`src/rtl/mem_port_arb_pkg.sv`:
```
// mem_port_arb_pkg
// Shared definitions for the instruction-fetch / data memory port arbiter.
//   NOP_WORD           : instruction word presented to fetch when no read data is due
//   STARVE_MAX_DEFAULT : default limit on consecutive data grants while fetch waits
//   owner_state_e      : which requester owns the memory read data returning this cycle
package mem_port_arb_pkg;

   localparam logic [31:0] NOP_WORD           = 32'h0000_0013;
   localparam int          STARVE_MAX_DEFAULT = 4;

   // Owner of the previous cycle's memory access. Data writes return nothing,
   // so they map to ST_IDLE just like a cycle with no grant.
   typedef enum logic [1:0] {
      ST_IDLE = 2'd0,
      ST_IF   = 2'd1,
      ST_DRD  = 2'd2
   } owner_state_e;

endpackage

```
`src/rtl/mem_port_arb.sv`:
```
// mem_port_arb
// Arbitrates a single-ported synchronous memory between an instruction-fetch
// requester and a data (load/store) requester. Data has priority, but a fetch
// that has watched STARVE_MAX data grants in a row wins the next cycle.
//
// Ports
//   clk_i, rst_i        : single clock, synchronous active-high reset
//   if_req_i/if_addr_i  : fetch request and byte address (held until granted)
//   if_gnt_o            : fetch granted this cycle (combinational)
//   if_stall_o          : fetch is requesting but was not granted
//   if_rvalid_o/rdata_o : fetch read data, one cycle after the grant (NOP otherwise)
//   d_req_i .. d_wdata_i: data request, write enable, byte enables, address, write data
//   d_gnt_o             : data granted this cycle (combinational)
//   d_rvalid_o/rdata_o  : data read data, one cycle after a read grant (0 otherwise)
//   mem_*_o             : memory command for the granted requester (all 0 when idle)
//   mem_rdata_i         : memory read data, valid the cycle after mem_en_o
module mem_port_arb
   import mem_port_arb_pkg::*;
#(
   parameter int STARVE_MAX = STARVE_MAX_DEFAULT
) (
   input  logic        clk_i,
   input  logic        rst_i,

   input  logic        if_req_i,
   input  logic [31:0] if_addr_i,
   output logic        if_gnt_o,
   output logic        if_stall_o,
   output logic        if_rvalid_o,
   output logic [31:0] if_rdata_o,

   input  logic        d_req_i,
   input  logic        d_we_i,
   input  logic [3:0]  d_be_i,
   input  logic [31:0] d_addr_i,
   input  logic [31:0] d_wdata_i,
   output logic        d_gnt_o,
   output logic        d_rvalid_o,
   output logic [31:0] d_rdata_o,

   output logic        mem_en_o,
   output logic        mem_we_o,
   output logic [3:0]  mem_be_o,
   output logic [31:0] mem_addr_o,
   output logic [31:0] mem_wdata_o,
   input  logic [31:0] mem_rdata_i
);

   // A zero STARVE_MAX would give a zero-width counter, so keep at least one bit.
   localparam int              CNT_W   = (STARVE_MAX > 0) ? $clog2(STARVE_MAX + 1) : 1;
   localparam logic [CNT_W-1:0] CNT_MAX = CNT_W'(STARVE_MAX);
   localparam logic [31:0]     WORD_MASK = 32'hFFFF_FFFC;

   logic [CNT_W-1:0] starve_cnt_q;
   logic             starve_hit;
   logic             if_gnt;
   logic             d_gnt;
   owner_state_e     state_q;
   owner_state_e     state_d;

   // Grant decision. Data normally wins; once fetch has been passed over
   // STARVE_MAX times in a row it takes the port. Nothing is granted while
   // reset is held so the memory sees no stray accesses.
   always_comb begin
      if_gnt     = 1'b0;
      d_gnt      = 1'b0;
      starve_hit = if_req_i && (starve_cnt_q == CNT_MAX);
      if (!rst_i) begin
         if (d_req_i && !starve_hit) begin
            d_gnt = 1'b1;
         end else if (if_req_i) begin
            if_gnt = 1'b1;
         end
      end
   end

   assign if_gnt_o   = if_gnt;
   assign d_gnt_o    = d_gnt;
   assign if_stall_o = if_req_i && !if_gnt && !rst_i;

   // Memory command mux. Addresses are word aligned by masking the byte
   // offset; fetches always read a full word.
   always_comb begin
      mem_en_o    = 1'b0;
      mem_we_o    = 1'b0;
      mem_be_o    = 4'h0;
      mem_addr_o  = 32'h0;
      mem_wdata_o = 32'h0;
      if (d_gnt) begin
         mem_en_o    = 1'b1;
         mem_we_o    = d_we_i;
         mem_be_o    = d_be_i;
         mem_addr_o  = d_addr_i & WORD_MASK;
         mem_wdata_o = d_wdata_i;
      end else if (if_gnt) begin
         mem_en_o    = 1'b1;
         mem_be_o    = 4'hF;
         mem_addr_o  = if_addr_i & WORD_MASK;
      end
   end

   // Starvation counter: counts data grants that went ahead of a waiting
   // fetch. It restarts whenever fetch is served or stops asking, so only an
   // unbroken run of data grants can force a fetch turn.
   always_ff @(posedge clk_i) begin
      if (rst_i) begin
         starve_cnt_q <= '0;
      end else if (!if_req_i || if_gnt) begin
         starve_cnt_q <= '0;
      end else if (d_gnt && (starve_cnt_q != CNT_MAX)) begin
         starve_cnt_q <= starve_cnt_q + CNT_W'(1);
      end
   end

   // Owner state register: remembers who issued last cycle's read so the
   // returning memory data can be steered to the right requester.
   always_ff @(posedge clk_i) begin
      if (rst_i) begin
         state_q <= ST_IDLE;
      end else begin
         state_q <= state_d;
      end
   end

   // Next owner and response routing. A write grant returns nothing, so it
   // leaves the port idle for response purposes. The rvalids are also gated
   // by reset so a read issued just before reset never surfaces.
   always_comb begin
      state_d     = ST_IDLE;
      if_rvalid_o = 1'b0;
      if_rdata_o  = NOP_WORD;
      d_rvalid_o  = 1'b0;
      d_rdata_o   = 32'h0;

      if (if_gnt) begin
         state_d = ST_IF;
      end else if (d_gnt && !d_we_i) begin
         state_d = ST_DRD;
      end

      if (!rst_i) begin
         case (state_q)
            ST_IF: begin
               if_rvalid_o = 1'b1;
               if_rdata_o  = mem_rdata_i;
            end
            ST_DRD: begin
               d_rvalid_o = 1'b1;
               d_rdata_o  = mem_rdata_i;
            end
            default: begin
               if_rvalid_o = 1'b0;
            end
         endcase
      end
   end

endmodule

```
`config.mk`:
```
export PLATFORM = sky130hd
export DESIGN_NAME = mem_port_arb
export DESIGN_NICKNAME = d
export VERILOG_FILES = /design/src/rtl/mem_port_arb_pkg.sv /design/src/rtl/mem_port_arb.sv
export SDC_FILE = /design/constraint.sdc
export NUM_CORES = 1
export LEC_CHECK = 0
export CAP_MARGIN = 10
export CORE_AREA = 10 10 98 100
export CTS_CLUSTER_DIAMETER = 80
export DETAILED_ROUTE_END_ITERATION = 10
export DIE_AREA = 0 0 108 110
export HOLD_SLACK_MARGIN = 0.15
export PLACE_DENSITY = 0.73
export SYNTH_ARGS = -nofsm -noshare
export SYNTH_HDL_FRONTEND = slang
export SYNTH_SLANG_ARGS = --single-unit
export TNS_END_PERCENT = 10
```
`constraint.sdc`:
```
create_clock -name clk_i -period 1.8 [get_ports clk_i]
set_input_delay 0.27 -clock clk_i [delete_from_list [all_inputs] [get_ports clk_i]]
set_output_delay 0.27 -clock clk_i [all_outputs]
set_load 0.1 [all_outputs]
```
Yosys cells after proc, flatten, opt, wreduce, memory -nomap -nowiden
Index checks and enable logic that the tools add are counted.
W data, S select, Z words.

operators by class
  $add $sub $neg = 1
  equality and inequality tests = 4
  muxes and demuxes = 23
  reduce and logical (&&, ||, !) cells = 14

operator list
  operator               number
  $mux W32               7
  $mux W1                13
  $mux W4                2
  $logic_and A1 B1 Y1    6
  $logic_not A1 Y1       5
  $reduce_or A2 Y1       2
  $add A3 B1 Y3 const B  1
  $eq A3 B3 Y1 const B   1
  $ne A3 B3 Y1 const B   1
  $eq A2 B1 Y1 const B   1
  $eq A2 B2 Y1 const B   1
  $mux W2                1
  $logic_or A1 B1 Y1     1

word-level totals
  register bits = 5
  output and inout port bits = 139
  logic and storage cells = 45

Logic depth before layout (Yosys ltp)
  word-level depth = 9
  mapped depth = 7
  depth with buffers taken out = 6

Worst setup path after synthesis
OpenSTA, ideal clock, no wires.

  path type = input port to output port
  start = in rst_i
  end = out d_rdata_o[22]
  arrival time = 2.584 ns
  setup slack = -1.054 ns
  stages = 4
  cell sequence = buf_2 -> nor3b_2 -> clkbuf_1 -> and2_1

on the way
  word-level cells in the longest chain between the ends = 1

RTL lines
  what                RTL line             RTL
  start: declaration  mem_port_arb.sv:23   input logic rst_i,
  $mux W32            mem_port_arb.sv:141  if (!rst_i) begin
  end: declaration    mem_port_arb.sv:39   output logic [31:0] d_rdata_o,

No other way between the ends.

Worst setup path after layout
  start = in if_req_i
  end = out mem_addr_o[16]

on the way
  word-level cells in the longest chain between the ends = 7

RTL lines
  what                 RTL line            RTL
  start: declaration   mem_port_arb.sv:25  input logic if_req_i,
  $logic_and A1 B1 Y1  mem_port_arb.sv:67  starve_hit = if_req_i && (starve_cnt_q == CNT_MAX);
  $logic_not A1 Y1     mem_port_arb.sv:69  if (d_req_i && !starve_hit) begin
  $logic_and A1 B1 Y1  mem_port_arb.sv:69
  $mux W1              mem_port_arb.sv:69
  $mux W1              mem_port_arb.sv:68  if (!rst_i) begin
  $mux W32             mem_port_arb.sv:95  end else if (if_gnt) begin
  $mux W32 *           mem_port_arb.sv:89  if (d_gnt) begin
  end: declaration     mem_port_arb.sv:44  output logic [31:0] mem_addr_o,

Every way passes the cells marked *; elsewhere a longest branch is shown, timed or not.

==> results.sh <==
export IMPL_outcome="finished, violations left"
export IMPL_violations="setup timing"
export IMPL_routed_wl_mm=12.60
export IMPL_finalSetupViolCount=32
export IMPL_hold_class="register to register"
export IMPL_end_kind="primary output"
export IMPL_ys_ff_latch=5
export IMPL_via_count=2494
export IMPL_final_area_sq_mm=0.005923
export IMPL_cp_required_ns=1.53
export IMPL_hold_slack_ns=0.5054
export IMPL_root_buffer="clkbuf_8"
export IMPL_cp_slowest_stage_delay_ns=0.47
export IMPL_yosys_warnings=0
export IMPL_post_route_util_pct=77.45
export IMPL_power_leakage_nw=2.530
export IMPL_yosysUniqueCellTypes=23
export IMPL_slew_violations=0
export IMPL_fp_dieH_um=110
export IMPL_nets=599
export IMPL_hpwl_mm=10.90
export IMPL_clock_sinks=5
export IMPL_crit_arrival_ns=1.80
export IMPL_antenna_cells=0
export IMPL_fin_crit_sh_pct=114.8
export IMPL_area_delta_synth_final_pct=344.5
export IMPL_start_util_pct=17.42
export IMPL_cts_tree="done"
export IMPL_yosysSeqAreaShare_pct=7.512
export IMPL_gr_total_overflow=0
export IMPL_rows=32
export IMPL_place_area_sq_mm=0.005700
export IMPL_clock_skew_ns=0.0005210
export IMPL_crit_path_frequent_cell="buf_12"
export IMPL_ant_nets=0
export IMPL_cts_made_buffers=3
export IMPL_cts_max_level=1
export IMPL_drcViolationCount=0
export IMPL_power_density_mw_per_mm2=361.5
export IMPL_dr_wl_met2_mm=7.402
export IMPL_cp_num_buf_inv=3
export IMPL_core_region_area_sq_mm=0.007647
export IMPL_insertion_delay_ns=0.21
export IMPL_hold_viol_final=0
export IMPL_critPathKind="primary input to primary output"
export IMPL_netlist_area_sq_mm=0.001333
export IMPL_ir_worst_vdd_mv=0.2194
export IMPL_cp_max_fo=32
export IMPL_startpoint_type="primary input"
export IMPL_timing_final_ws_setup_ns=-0.2663
export IMPL_grt_pass1_wl_mm=17.98
export IMPL_slowest_stage="clkdlybuf4s50_1"
export IMPL_antenna_found_initial=0
export IMPL_wire_per_inst_um=22.46
export IMPL_layout_drive_gt1_share_pct=51.85
export IMPL_routed_top_layer="met4"
export IMPL_ioPinCount=276
export IMPL_synthCells=189
export IMPL_cap_violations=0
export IMPL_grt_pass1_vias=2734
export IMPL_post_route_min_period_ns=2.066
export IMPL_max_freq_mhz=483.9
export IMPL_routed_via_density=4.446
export IMPL_fillCellCount=479
export IMPL_die_w_um=108
export IMPL_drt_iter0_drc=48
export IMPL_total_power_mw=2.141
export IMPL_clk_pin_slew_ns=0.03
export IMPL_grt_max_degree=35
export IMPL_crit_chain="clkdlybuf4s50_1 > nand3_1 > and2_1 > buf_12 > a22o_2 > buf_12"
export IMPL_rsz0062_at_grt="true"
export IMPL_wl_met3_mm=1.222
export IMPL_syn_area_per_cell_sq_um=7.050
export IMPL_met1_length_mm=3.873
export IMPL_numPortBuffers=269
export IMPL_path_delay_family="buffers and inverters"
export IMPL_die_area_sq_mm=0.01188
export IMPL_drt_pass1_iter_count=4
export IMPL_clk_path_buf_depth=2
export IMPL_place_congestion=0.8526
export IMPL_grtUsageTotal_pct=19.63
export IMPL_ctsHoldBuffers=0
## per-stage QoR
step	setup WS (ns)	setup TNS [ns]	std cells
after CTS	-0.2491	-7.297	561
after global routing	-0.3187	-10.23	561
after global placement	-0.3282	-31.40	554
after detailed placement	-0.3540	-34.69	554
after floorplan	-0.2532	-22.23	190
final	-0.2663	-7.520	561
## where the power goes
part	internal, mW	total, mW	switching, mW
clock	0.151	0.200	0.0481
sequential	0.115	0.117	0.00251
combinational	0.776	1.82	1.05
## layer usage
layer  global-route usage (%)  vias up
li1                         -     1186
met1                    18.08     1174
met2                    40.69      128
met3                    7.023        6
met4                    2.576        0
met5                        0        -
## cell families (layout without fill, tap and decap cells)
logic type / after synthesis / after routing / share of synthesized area, %
compound gates: 35 / 35 / 21.97
fa+ha+maj: 2 / 2 / 1.878
buf+inv: 26 / 295 / 12.58
flops: 5 / 5 / 7.512
other cells: 1 / 2 / 0.2814
simple gates: 120 / 120 / 55.78
## sequential cells by signal, indices dropped and copies added (netlist names)
name	cells
starve_cnt_q	3
state_q	2
## area by class of cell
cell class                 count  area [sq um]  share of cell area (%)
inverter                       3         11.26                  0.1901
sequential                     5         102.6                   1.732
clock buffer                   4         45.04                  0.7605
timing repair buffer         288          4312                   72.79
tap                          102         127.6                   2.155
multi-input combinational    159          1325                   22.37
## worst register-to-register path, delay by kind of cell (launching register included)
kind	cells	cell delay, ns
adders and majority gates	1	0.14
buffers and inverters	2	0.24
DFF	1	0.31
and+or+nand+nor	3	0.52
## cells in the mapped netlist
master / number / area share (%)
ha_1: 2 / 1.9
nor2b_1: 1 / 0.47
buf_6: 8 / 6.8
and3_1: 33 / 15
and2_1: 63 / 30
nor3b_2: 2 / 1.9
and3b_1: 1 / 0.66
conb_1: 1 / 0.28
nor3_1: 1 / 0.38
nand3_1: 2 / 0.75
and3b_2: 1 / 0.75
nor2b_4: 1 / 1.0
buf_4: 2 / 1.1
a22o_1: 30 / 20
nor2_1: 5 / 1.4
dfxtp_1: 5 / 7.5
buf_2: 2 / 0.75
a21oi_1: 4 / 1.5
nand2_1: 7 / 2.0
nand2b_1: 3 / 1.4
inv_1: 3 / 0.85
a21bo_1: 1 / 0.75
clkbuf_1: 11 / 3.1
## cells in the final DEF (no fill, tap or decap), types with 3 or more instances in the layout
cell type,n
and2_1,40
nor2_1,5
buf_4,11
a22o_2,20
dfxtp_1,3
nand2b_1,3
a21oi_2,3
a22o_4,9
clkbuf_8,3
nand2_1,6
and2_4,18
buf_12,142
and3_4,10
and3_1,22
and2_2,5
clkdlybuf4s50_1,130
## final timing paths
path	start	to	slack (ns)	cells after the start
setup reg to reg	starve_cnt_q[0]	state_q[1]	0.47	6
setup / recovery	if_req_i	mem_addr_o[16]	-0.27	6
hold reg to reg	starve_cnt_q[0]	starve_cnt_q[0]	0.51	2
hold / removal	starve_cnt_q[0]	starve_cnt_q[0]	0.51	2
## repair_timing
item / in CTS / in global routing
setup endpoints to repair: 136 / 83
gates resized for setup: 17 / 19
pin swaps: 2 / 0
cloned: 2 / 0
buffers inserted: 1 / 0
No activity file was read; power rests on OpenSTA's default activity.
==> RTL edit 1 (same flow settings) <==
The package constant `STARVE_MAX_DEFAULT` goes from 4 to 8.
--- a/src/rtl/mem_port_arb_pkg.sv
+++ b/src/rtl/mem_port_arb_pkg.sv
@@ -7,5 +7,5 @@
 
    localparam logic [31:0] NOP_WORD           = 32'h0000_0013;
-   localparam int          STARVE_MAX_DEFAULT = 4;
+   localparam int          STARVE_MAX_DEFAULT = 8;
 
    // Owner of the previous cycle's memory access. Data writes return nothing,
Formal check against the unedited RTL: not equivalent (a bounded check fails within 10 cycles, from zero or initial values and one cycle with rst_i high).
==> RTL edit 1 against the original RTL <==
- the flow still finishes with violations (negative setup slack)
- total power rose by 3.6%
- sequential power up 19%
- fmax fell by 1.1%
- sequential share of layout area increased by 0.24 points
- via count rose by 1.7%
- synthesized area grew 3.3%
- cell area up 5.1%
- sequential cell count grew 1
- wire length is 3.5% higher
- setup slack worse by 22 ps
==> RTL edit 1: results (changes against the original RTL) <==
Place
  – Detailed placement HPWL: 11,000 um (+0.58%)
  – Placed standard-cell area: 0.00580 mm2 (+1.7%)
  – Worst-case setup slack after placement: -397 ps (-43.1 ps)
  – Placed Cells incl. Taps: 561 (+1.3%)
  – Final estimated routing congestion in global placement: 0.783 (-8.2%)
  – Input/output buffers: 269 (unchanged)

Min path
  – Min-Delay Startpoint: starve_cnt_q[0]$_SDFFE_PP0P_
  – Worst hold path class: reg -> reg

Worst setup path
  – Worst reg2reg setup slack: 470 ps (about the same)
  – R2R Path Start: starve_cnt_q[0]$_SDFFE_PP0P_
  – Slowest CP cell: sky130_fd_sc_hd__dfxtp_2
  – Worst Setup Path Type: reg -> out
  – Crit path max fanout: 8 (-75%)
  – Highest cell delay on the worst timing path: 330 ps (-140 ps)

Pwr
  – Areal power density over the cells: 356 mW/mm2 (-1.4%)
  – Maximum vdd ir drop: 0.000388 V (+77%)
  – Leak Pwr: 2.65 nW (+4.8%)

Logic synthesis
  – Post-synthesis cell count: 193 (+2.1%)
  – Top cells by area, synth: sky130_fd_sc_hd__and2_1 (28%), sky130_fd_sc_hd__a22o_1 (19%), sky130_fd_sc_hd__and3_1 (15%)
  – Total of warnings raised by yosys: 0 (unchanged)
  – Async SR Flop Fraction: 0% (unchanged)
  – Post-synth cell types: 26 (+13%)
  – Sequential area share after synthesis: 8.73% (+1.2 points)
  – Commonest register cell after synthesis: sky130_fd_sc_hd__dfxtp_1
  – Synth top cells by count: sky130_fd_sc_hd__and2_1 (61), sky130_fd_sc_hd__and3_1 (33), sky130_fd_sc_hd__a22o_1 (30)

Detailed routing
  – TritonRoute pass-1 iters: 6 (+2)
  – Post-route met1 wirelength: 4300 um (+11%)
  – Routed length on met2: 7450 um (+0.70%)
  – Iter 0 DRT Violations: 70 (+46%)
  – Routed met3 length: 1150 um (-5.6%)
  – WL final: 13,000 um (+3.5%)
  – DR vias/cell: 4.45 (+0.12%)
  – Highest metal used: met4

Clock tree
  – TritonCTS Buffers: 3 (unchanged)
  – Reg clk slew, reported paths: 40 ps
  – CTS root buf: sky130_fd_sc_hd__clkbuf_8
  – Number of H-tree levels: 1 (unchanged)
  – Source-to-sink clock delay at the later pin of the worst-skew pair: 220 ps
  – Maximum root-to-sink buffer count: 2 (unchanged)

Global routing
  – GRT Resource Usage Total: 19.9% (+0.32 points)
  – Pin count of the biggest net entering global routing: 35 (unchanged)
  – Number of global-route vias before repair: 2,756 (+0.80%)
  – Global-route wire length before repair: 18,200 um (+1.2%)

Timing
  – TNS Setup: -9730 ps (-2210 ps)
  – Min setup slack post-route: -289 ps (-22.4 ps)
  – Worst Skew: 1.09 ps (+0.564 ps)
  – Final setup fails: 68 (+110%)
  – Post-route worst hold slack: 517 ps (+11.7 ps)

Layout
  – # fillers: 418 (-13%)
  – Diodes inserted: 0 (unchanged)
  – Ratio of cells with drive above 1 in the final layout: 53.4% (+1.6 points)
  – Biggest registers after layout: starve_cnt_q (4), state_q (2)
  – Layout net count: 609 (+1.7%)
  – Final Instance Count excl. Fillers: 570 (+1.6%)

Run status
  – Run status: complete, but fails checks
  – Violated checks: negative setup slack
-- RTL edit 1: final timing paths --
check             depth (start not counted)                      endpoint
setup reg to reg                          6         state_q[0]$_SDFF_PP0_
setup / recovery                          7                mem_addr_o[16]
hold / removal                            2  starve_cnt_q[0]$_SDFFE_PP0P_
hold reg to reg                           2  starve_cnt_q[0]$_SDFFE_PP0P_
-- RTL edit 1: cell families after synthesis --
family                     after synthesis  share of synthesized area, %
AOI/OAI and AO/OA                       38                          22.9
DFF                                      6                          8.73
adders and majority gates                2                          1.82
other                                    1                         0.272
buffers and inverters                   26                          10.4
and+or+nand+nor                        119                          55.3
xor gates and xnor gates                 1                         0.636
-- RTL edit 1: final cells by class --
| cell class | instances | area share (%) |
|---|---|---|
| repair buffers | 293 | 70.5 |
| multi-input cells | 162 | 24.6 |
| well taps | 102 | 2.05 |
| flip-flops and latches | 6 | 1.97 |
| clock buffers | 3 | 0.663 |
| inverters | 4 | 0.241 |
-- RTL edit 1: layer usage --
layer	up-vias	global-route usage (%)
li1	1217	-
met1	1167	19.6
met2	143	39.7
met3	10	7.25
met4	0	2.77
met5	-	0
-- RTL edit 1: power breakdown --
group | total [mW] | switching [mW] | internal, mW
Combinational | 1.88 | 1.07 | 0.810
Clock | 0.199 | 0.0556 | 0.143
Sequential | 0.139 | 0.00177 | 0.137
-- RTL edit 1: repair_timing --
item,in CTS,in global routing
setup buffers,4,0
cloned,2,1
pin swaps,6,23
setup endpoints to repair,136,78
gates resized for setup,24,35
-- RTL edit 1: critical path: cells and delay by family (launching register included) --
kind / cells / cell delay [ps]
compound gates: 2 / 490
buf+inv: 3 / 400
flops: 1 / 330
simple gates: 1 / 230
fa+ha+maj: 1 / 150
==> RTL edit 2 (config.mk and constraints unchanged) <==
Made on the original files. Re-encode `owner_state_e` (3 states) as one-hot, 3 bits wide.
--- a/src/rtl/mem_port_arb_pkg.sv
+++ b/src/rtl/mem_port_arb_pkg.sv
@@ -11,8 +11,8 @@
    // Owner of the previous cycle's memory access. Data writes return nothing,
    // so they map to ST_IDLE just like a cycle with no grant.
-   typedef enum logic [1:0] {
-      ST_IDLE = 2'd0,
-      ST_IF   = 2'd1,
-      ST_DRD  = 2'd2
+   typedef enum logic [2:0] {
+      ST_IDLE = 3'b001,
+      ST_IF   = 3'b010,
+      ST_DRD  = 3'b100
    } owner_state_e;
 
Check against the original RTL: same outputs for any inputs over 10 cycles, from zero or initial values and one cycle with rst_i high; not proved beyond that.
==> RTL edit 2 against the original RTL <==
- the flow still finishes with violations (negative setup slack)
- largest cell class unchanged
- via count fell by 2.0%
- cell area rose by 2.0%
- synthesized area up 1.1%
- critical path depth increased by 1
- sequential cell count increased by 1
- clock skew up 1.9 ps
- wire length decreased by 4.7%
- setup slack improved by 66 ps
- total power shrank 7.7%
==> RTL edit 2: results (changes against the original RTL) <==
Worst setup path
  – Worst reg2reg path endpoint: state_q[0]$_SDFF_PP1_
  – Highest cell delay on the worst timing path: 330 ps (-140 ps)
  – R2R Path Start: starve_cnt_q[1]$_SDFFE_PP0P_
  – Slowest CP cell: sky130_fd_sc_hd__dfxtp_2
  – Data arrival time of the critical path: 1730 ps (-70 ps)
  – Crit path max fanout: 20 (-38%)

Global routing
  – GRT Resource Usage Total: 18.4% (-1.2 points)
  – Number of global-route vias before repair: 2,662 (-2.6%)
  – Met3 capacity usage during global routing: 11.3% (+4.2 points)
  – Global-route wire length before repair: 16,800 um (-6.3%)

Place
  – Worst-case setup slack after placement: -329 ps (+24.6 ps)
  – Final estimated routing congestion in global placement: 0.819 (-4.0%)

Layout
  – Nonclk inv count: 5 (+2)
  – Multi-input combinational area share: 24.1% (+1.7 points)
  – Layout net count: 600 (+0.17%)
  – Biggest registers after layout: starve_cnt_q (3), state_q (3)
  – Non-clk bufs: 286 (-0.69%)
  – Combined flip-flop and latch cell area: 123 um2 (+20%)

Run status
  – Violated checks: negative setup slack
  – Run status: complete, but fails checks

Timing
  – Worst Skew: 2.46 ps (+1.94 ps)
  – Final setup fails: 69 (+120%)
  – TNS Setup: -11,810 ps (-4290 ps)
  – Min setup slack post-route: -200 ps (+66.3 ps)

Detailed routing
  – Post-route met1 wirelength: 3450 um (-11%)
  – Routed met3 length: 1770 um (+45%)
  – DR vias/cell: 4.35 (-2.0%)
  – Iter 0 DRT Violations: 35 (-27%)

Pwr
  – Areal power density over the cells: 327 mW/mm2 (-9.5%)
  – Maximum vdd ir drop: 0.000248 V (+13%)

Clock tree
  – Resized Gates After CTS: 18 (+1)
  – Total clock sinks: 6 (+1)

Logic synthesis
  – Sequential area share after synthesis: 8.91% (+1.4 points)
  – Post-synth cell types: 21 (-8.7%)
  – Synth top cells by count: sky130_fd_sc_hd__and2_1 (95), sky130_fd_sc_hd__a22o_1 (30), sky130_fd_sc_hd__buf_2 (8)
## RTL edit 2: power by group
group	internal, mW	total (mW)	leakage (nW)	switching (mW)
sequential	0.139	0.143	0.0500	0.00489
combinational	0.717	1.63	2.43	0.916
clock	0.144	0.200	0.0216	0.0562
## RTL edit 2: cell families (layout without fill, tap and decap cells)
family / count (synthesis) / after routing / synth area share, %
and+or+nand+nor: 115 / 115 / 53.9
AOI/OAI and AO/OA: 40 / 40 / 24.6
buffers and inverters: 25 / 294 / 10.5
DFF: 6 / 6 / 8.91
adders and majority gates: 2 / 2 / 1.86
other: 1 / 2 / 0.278
## RTL edit 2: how the worst max path moves through the flow
| stage | start | end | slack, ps | cells after the start |
|---|---|---|---|---|
| 4_1_cts | starve_cnt_q[1]$_SDFFE_PP0P_ | mem_addr_o[19] | -210 | 7 |
| 6_report | starve_cnt_q[1]$_SDFFE_PP0P_ | mem_addr_o[19] | -200 | 7 |
| 3_3_place_gp | d_req_i | mem_addr_o[9] | -300 | 6 |
| 5_1_grt | starve_cnt_q[1]$_SDFFE_PP0P_ | mem_addr_o[14] | -270 | 7 |
| 2_1_floorplan | rst_i | if_rdata_o[10] | -310 | 4 |
| 3_5_place_dp | d_req_i | mem_wdata_o[15] | -330 | 6 |
## RTL edit 2: per-stage QoR
step / utilization [%] / hold slack [ps] / area (um2) / power (mW) / cells
floorplan: - / 412 / 1570 / 0.993 / 190
global placement: 75.6 / 494 / 5780 / 1.73 / 556
detailed placement: 75.6 / 505 / 5780 / 1.75 / 556
CTS: 77.1 / 504 / 5890 / 1.97 / 561
global route: 79.0 / 523 / 6040 / 2.05 / 561
finish: 79.0 / 501 / 6040 / 1.98 / 561
